[config.mk]
export PLATFORM = sky130hd
export DESIGN_NAME = dmem_responder_flat
export DESIGN_NICKNAME = d
export VERILOG_FILES = /design/src/rtl/dmem_responder_if.sv /design/src/rtl/dmem_responder.sv /design/src/flat_wrapper.sv
export SDC_FILE = /design/constraint.sdc
export NUM_CORES = 2
export LEC_CHECK = 0
export BUFFER_PORTS_ARGS = -buffer_cell sky130_fd_sc_hd__buf_2
export CORE_AREA = 2 2 547 494
export DETAILED_ROUTE_END_ITERATION = 6
export DIE_AREA = 0 0 549 496
export PLACE_DENSITY_LB_ADDON = 0.05
export SLEW_MARGIN = 20
export SYNTH_ARGS = -nofsm -noshare
export SYNTH_HDL_FRONTEND = slang
export SYNTH_SLANG_ARGS = --single-unit
[constraint.sdc]
create_clock -name clk -period 4.7 [get_ports clk]
set_input_delay 0.47 -clock clk [delete_from_list [all_inputs] [get_ports clk]]
set_output_delay 0.47 -clock clk [all_outputs]
set_load 0.05 [all_outputs]
[src/rtl/dmem_responder_if.sv]
// dmem_responder_if: load/store request and response bundle between a core and a data memory
//  req_valid/req_ready  request handshake, a transfer happens when both are high
//  req_write            1 = store, 0 = load
//  req_addr/req_wdata   byte address (word aligned) and store data
//  resp_valid           one-cycle response strobe, no backpressure
//  resp_rdata/resp_err  load data (0 for stores/errors) and error flag
interface dmem_responder_if;
  logic req_valid, req_ready, req_write;
  logic [31:0] req_addr, req_wdata;
  logic resp_valid, resp_err;
  logic [31:0] resp_rdata;
  modport master (output req_valid, req_write, req_addr, req_wdata,
                  input req_ready, resp_valid, resp_rdata, resp_err);
  modport slave (input req_valid, req_write, req_addr, req_wdata,
                 output req_ready, resp_valid, resp_rdata, resp_err);
endinterface

[src/rtl/dmem_responder.sv]
// dmem_responder: word-organised data memory target with WAIT_STATES cycles of response latency
//  clk    rising-edge clock for all state
//  reset  asynchronous active-high; clears control state, leaves RAM contents alone
//  bus    slave side of dmem_responder_if (request handshake in, one-cycle response out)
module dmem_responder #(
  parameter int DEPTH = 64,
  parameter int WAIT_STATES = 2
) (
  input logic clk,
  input logic reset,
  dmem_responder_if.slave bus
);
  localparam int AW = DEPTH > 1 ? $clog2(DEPTH) : 1;
  typedef enum logic [1:0] {IDLE, WAIT, RESP} state_t;
  state_t state, next;
  logic [3:0] cnt;
  logic wr_q, rdata_en, err_q;
  logic [31:0] addr_q, wdata_q, rdata_q;
  logic [31:0] mem [DEPTH];
  logic accept, enter_resp, op_wr, op_err;
  logic [31:0] op_addr, op_wdata;
  logic [AW-1:0] idx;
  assign bus.req_ready = state == IDLE && !reset;
  assign bus.resp_valid = state == RESP;
  assign bus.resp_rdata = rdata_q;
  assign bus.resp_err = err_q;
  assign accept = bus.req_valid && bus.req_ready;
  always_comb begin
    next = state;
    if (state == IDLE && accept) next = WAIT_STATES == 0 ? RESP : WAIT;
    else if (state == WAIT && cnt == 4'd0) next = RESP;
    else if (state == RESP) next = IDLE;
  end
  // With zero wait states the memory operation happens on the accept edge,
  // so the live request is used instead of the latched copy.
  assign enter_resp = next == RESP;
  assign op_wr = state == IDLE ? bus.req_write : wr_q;
  assign op_addr = state == IDLE ? bus.req_addr : addr_q;
  assign op_wdata = state == IDLE ? bus.req_wdata : wdata_q;
  assign op_err = op_addr[1:0] != 2'b00 || {2'b00, op_addr[31:2]} >= 32'(DEPTH);
  assign idx = op_addr[AW+1:2];
  assign rdata_en = enter_resp && !op_wr && !op_err;
  always_ff @(posedge clk or posedge reset) begin
    if (reset) begin
      state <= IDLE;
      cnt <= '0;
      wr_q <= 1'b0;
      addr_q <= '0;
      wdata_q <= '0;
      rdata_q <= '0;
      err_q <= 1'b0;
    end else begin
      state <= next;
      if (accept) begin
        cnt <= 4'(WAIT_STATES - 1);
        wr_q <= bus.req_write;
        addr_q <= bus.req_addr;
        wdata_q <= bus.req_wdata;
      end else if (state == WAIT && cnt != 4'd0) cnt <= cnt - 4'd1;
      rdata_q <= rdata_en ? mem[idx] : '0;
      err_q <= enter_resp && op_err;
    end
  end
  always_ff @(posedge clk)
    if (enter_resp && op_wr && !op_err) mem[idx] <= op_wdata;
endmodule

[src/flat_wrapper.sv]
// flat-port wrapper written by rule: the top's interface ports become plain ports
module dmem_responder_flat 
#(
  parameter int DEPTH = 64,
  parameter int WAIT_STATES = 2
)
  (clk, reset, bus_req_valid, bus_req_write, bus_req_addr, bus_req_wdata, bus_req_ready, bus_resp_valid, bus_resp_rdata, bus_resp_err);
  dmem_responder_if bus_i ();
  input logic clk;
  input logic reset;
  input wire logic [$bits(bus_i.req_valid)-1:0] bus_req_valid;
  input wire logic [$bits(bus_i.req_write)-1:0] bus_req_write;
  input wire logic [$bits(bus_i.req_addr)-1:0] bus_req_addr;
  input wire logic [$bits(bus_i.req_wdata)-1:0] bus_req_wdata;
  output wire logic [$bits(bus_i.req_ready)-1:0] bus_req_ready;
  output wire logic [$bits(bus_i.resp_valid)-1:0] bus_resp_valid;
  output wire logic [$bits(bus_i.resp_rdata)-1:0] bus_resp_rdata;
  output wire logic [$bits(bus_i.resp_err)-1:0] bus_resp_err;
  assign bus_i.req_valid = bus_req_valid;
  assign bus_i.req_write = bus_req_write;
  assign bus_i.req_addr = bus_req_addr;
  assign bus_i.req_wdata = bus_req_wdata;
  assign bus_req_ready = bus_i.req_ready;
  assign bus_resp_valid = bus_i.resp_valid;
  assign bus_resp_rdata = bus_i.resp_rdata;
  assign bus_resp_err = bus_i.resp_err;
  dmem_responder #(.DEPTH(DEPTH), .WAIT_STATES(WAIT_STATES)) u_core (.clk(clk), .reset(reset), .bus(bus_i));
endmodule
Word-level counts from Yosys, hierarchy flattened
Memory sizes are Yosys's and may differ from the RTL's. Index checks and enable logic that the tools add are counted. Widths: inputs -> output; s select.

Logic and storage cells: 43. Output and inout port bits: 35. Flip-flop bits (word level): 104. Memory bits (writable): 2048. Input port bits: 68. Memories: 1.

Memory list: u_core.mem (words 64, width 32, rd ports 1, clocked after memory_dff 0, wr ports 1, RTL line dmem_responder.sv:19) `logic [31:0] mem [DEPTH];`.

Multiplexer cells: 11. Order comparisons: 1. Eq/ne operators: 3. Add/subtract/negate cells: 1. Reductions and logical operators: 19.

Operators by type and width (count): $mux 32 (3); $ge 30x7->1 const B (1); $logic_and 1x1->1 (10); $mux 4 (2); $mux 2 (3); $eq 2x2->1 const B (2); $logic_not 4->1 (1); $reduce_bool 2->1 (2); $reduce_bool 4->1 (1); $sub 4x1->4 const B (1); $logic_not 1->1 (3); $mux 1 (3); $eq 2x1->1 const B (1); $logic_not 2->1 (1); $logic_or 1x1->1 (1).

Logic depth before layout (Yosys ltp)
Word-level depth: 10. Gate-level depth with buffers: 12. Depth with buffers taken out: 8.

Worst setup path after synthesis
No wires, ideal clock.

Path type: input to register. Start: input reset. End: register u_core.wdata_q[10]. Required time: 4.635 ns. Library setup time: 0.065 ns. Arrival time: 3.857 ns. Path slack: 0.778 ns. Stages: 7. Buffers on the path: 3. Path through: inv_1 -> and3_1 -> clkbuf_1 -> clkbuf_1 -> buf_1 -> nand2_1 -> nand2_1.

Word-level cells in the longest chain between the ends: 3.

RTL lines: start: declaration (RTL line flat_wrapper.sv:10) `input logic reset;`; $logic_not 1->1 (RTL line dmem_responder.sv:23) `assign bus.req_ready = state == IDLE && !reset;`; $logic_and 1x1->1 (RTL line dmem_responder.sv:23); $logic_and 1x1->1 (RTL line dmem_responder.sv:27) `assign accept = bus.req_valid && bus.req_ready;`; end signal: assignment (RTL line dmem_responder.sv:58) `wdata_q <= bus.req_wdata;`; end: declaration (RTL line dmem_responder.sv:18) `logic [31:0] addr_q, wdata_q, rdata_q;`.

No other way between the ends. A chain may end at the register's enable or synchronous reset.

Worst setup path in the final report
Start: register u_core.state[0]. End: register u_core.rdata_q[11] (netlist: u_core.bus.resp_rdata[11]).

Word-level cells in the longest chain between the ends: 9. Elaborated cells between the ends (all ways): 22. Classes of those cells: 1 x order compare; 3 x eq/ne; 6 x mux; 11 x reduce/logical; 1 x memory.

RTL lines: start: declaration (RTL line dmem_responder.sv:15) `state_t state, next;`; start signal: assignment (RTL line dmem_responder.sv:53) `state <= next;`; parallel branches: the longest is 8 deep, another holds $ge 30x7->1; $mux 32 (*) (RTL line dmem_responder.sv:60) `rdata_q <= rdata_en ? mem[idx] : '0;`; end signal: assignment (RTL line dmem_responder.sv:60); end: declaration (RTL line dmem_responder.sv:18).

Every way passes the cells marked *.

==> flow_metrics.tcl <==
set metrics [dict create \
    dp.cells 8786 \
    cp-end-kind "flip-flop" \
    fmax_mhz 218 \
    worstPathRequired_ns 5.41 \
    path_clk_slew_ns 0.06 \
    grt_max_degree 65 \
    finalCritPeriodShare 0.976 \
    netlist_instances 5059 \
    cts_sinks 2152 \
    syn-num-nets 5129 \
    layout_common_cells "edfxtp_1 (2048), o22ai_1 (669), nand2_1 (475), a21oi_1 (359), buf_4 (304)" \
    worst_pin_slew_ns 1.18 \
    cap_violations 0 \
    globalplace.congestion 0.812 \
    die_h_um 496 \
    overflow 0 \
    cp_slowest_cell "nor4_1" \
    dieArea_um2 272000 \
    crit_type "reg -> reg" \
    synth-seq-area-share 0.804 \
    final_layout_size_suffix_gt1_frac 0.169 \
    design_area_um2 95900 \
    design.core.area_um2 267000 \
    finalCriticalPeriod_ns 4.59 \
    dr.pass1.iters 6 \
    ys.flop_type "edfxtp_1" \
    ir_drop_uv 518 \
    postRouteAntennaNets 0 \
    avgSynthCellArea_um2 15.8 \
    synth.distinct_cells 74 \
    finalSetupTns_ns 0 \
    grt_pass1_vias 50600 \
    placed_cell_area_um2 88000 \
    hold_path.class "in -> reg" \
    ios 103 \
    total_power_mw 63.7 \
    clk_latency_ns 0.92 \
    cp.arrival_ns 5.30 \
    die_x_um 549 \
    critical_path.max_stage_delay_ns 0.74 \
    rows 180 \
    hold_viol 0 \
    worst_slack_ns 0.111 \
    setup_viol 0 \
    grt_setup_unrepaired "false" \
    clk_path_buf_depth 4 \
    fin_nets 5610 \
    h-tree-depth 4 \
    path_cells "o21a_1 -> buf_4 -> a22oi_2 -> buf_12 -> buf_12 -> nor2_1 -> nor4_1 -> a21oi_1 -> nor3_1 -> nor4b_1" \
    crit_buf_inv 3 \
    path_max_fanout 34 \
    crit_top_cell "buf_12" \
    vias_per_cell 5.69 \
    wire_per_inst_um 40.8 \
    status "finished, final reports clean" \
    cts_buffers 237 \
    tritoncts "yes" \
    drv_slew 0 \
    synthArstFlopShare 0.0483 \
    num_vias 52900 \
    yosysWarningCount 0 \
    fin_skew_ns 0.0616 \
    leakagePower_nw 31.6 \
    fin_cells 9292 \
    routed_wl_um 379000 \
    worst_setup_path_start_kind "flip-flop" \
    grt_pass1_wl_um 497000 \
    layout_commonest_cell "edfxtp_1" \
    place.detailed.hpwl_um 219000 \
    start_util 0.299 \
    powerDensity_nw_per_um2 664 \
    synth-seq-cells 2152 \
    critPathTopFamily "simple AND/OR/NAND/NOR gates" \
    io_buffers 102 \
    syn2layout_area_growth_pct 20.3 \
    drcViolationCount 0 \
    max_slew_margin 0.213 \
    globalRouteTotalUtil 0.273 \
    dp_slack_ns 0.378 \
    synth-edff-count 2048 \
    syn_area_um2 79700 \
    drt_iter0_drc 7051 \
    cts_root_buffer "clkbuf_16" \
    antenna_found_initial 34 \
]
synth_stat cells, drive strengths merged (15+ instances only):
master	number	area, µm²
nor3	119	596
nand3	20	100
a21boi	20	150
nor2	330	1240
edfxtp	2048	61500
a21oi	363	1820
o41ai	43	384
a22o	15	131
o22ai	669	4190
dfrtp	104	2600
nor4	144	907
and3	44	275
o221ai	28	245
buf	210	1050
clkbuf	105	394
a211oi	20	150
nand2	527	1980
o21ai	28	140
report_power, final:
part	internal, mW	switching, mW	leakage [nW]
Combinational	4.69	15.7	8.15
Clock	10.0	7.92	3.53
Sequential	25.1	0.259	19.9
logic make-up after synthesis:
group / synth area share
flip-flops: 0.804
AND/OR/NAND/NOR: 0.0714
adder cells (fa/ha/maj): 0.000314
multiplexers: 0.00236
XOR/XNOR: 0.000330
AO/OA/AOI/OAI: 0.103
buffers and inverters: 0.0185
final timing paths:
kind	slack (ns)	endpoint	start	cells after the start
worst max-delay path	0.11	u_core.bus.resp_rdata[11]	u_core.state[0]	10
worst min-delay path	0.12	u_core.addr_q[4]	bus_req_addr[4]	3
max in group asynchronous	2.86	u_core.bus.resp_rdata[12]	reset	4
worst max register to register	0.11	u_core.bus.resp_rdata[11]	u_core.state[0]	10
worst min register to register	0.47	u_core.addr_q[21]	u_core.addr_q[21]	2
min in group asynchronous	0.25	u_core.addr_q[16]	reset	3
cell type report:
cell class	instances	area, µm²
Fill cell	25500	171000
Antenna cell	7	17.5
Multi-Input combinational cell	2583	14900
Clock buffer	342	6500
Tap cell	3549	4440
Inverter	9	38.8
Timing Repair Buffer	557	5170
Clock inverter	93	717
Sequential cell	2152	64100
registers in the layout, summed over array words and instances, names as in the netlist:
| name | count |
|---|---|
| u_core.mem | 2048 |
| u_core.addr_q | 32 |
| u_core.bus.resp_rdata | 32 |
| u_core.wdata_q | 32 |
| u_core.cnt | 4 |
| u_core.state | 2 |
| u_core.bus.resp_err | 1 |
| u_core.wr_q | 1 |
per-stage QoR:
step                      utilization  hold slack, ns
after floorplan                     -           0.446
after global placement          0.330           0.458
after detailed placement        0.330           0.462
after CTS                       0.360          0.0620
after global routing            0.360           0.146
final                           0.360           0.123
metal layers:
layer / routed length, µm / part of all wire / track usage
met1: 172000 / 0.46 / 0.401
met2: 172000 / 0.46 / 0.428
met3: 24000 / 0.063 / 0.0344
met4: 9830 / 0.026 / 0.0694
met5: 0 / 0 / 0
what timing repair did:
item / 4_1_cts / 5_1_grt
setup buffers: 0 / 0
endpoints found under the hold margin: 117 / 0
setup endpoints to repair: 0 / 1
hold buffers: 64 / 0
gates resized for setup: 0 / 1
worst register-to-register path: stages (launching register included):
cell     delay, ns
dfrtp_1       0.63
o21a_1        0.43
buf_4         0.23
a22oi_2       0.31
buf_12        0.33
buf_12        0.36
nor2_1        0.11
nor4_1        0.74
a21oi_1       0.35
nor3_1        0.27
nor4b_1       0.63
Power figures use the tool's default switching activity.
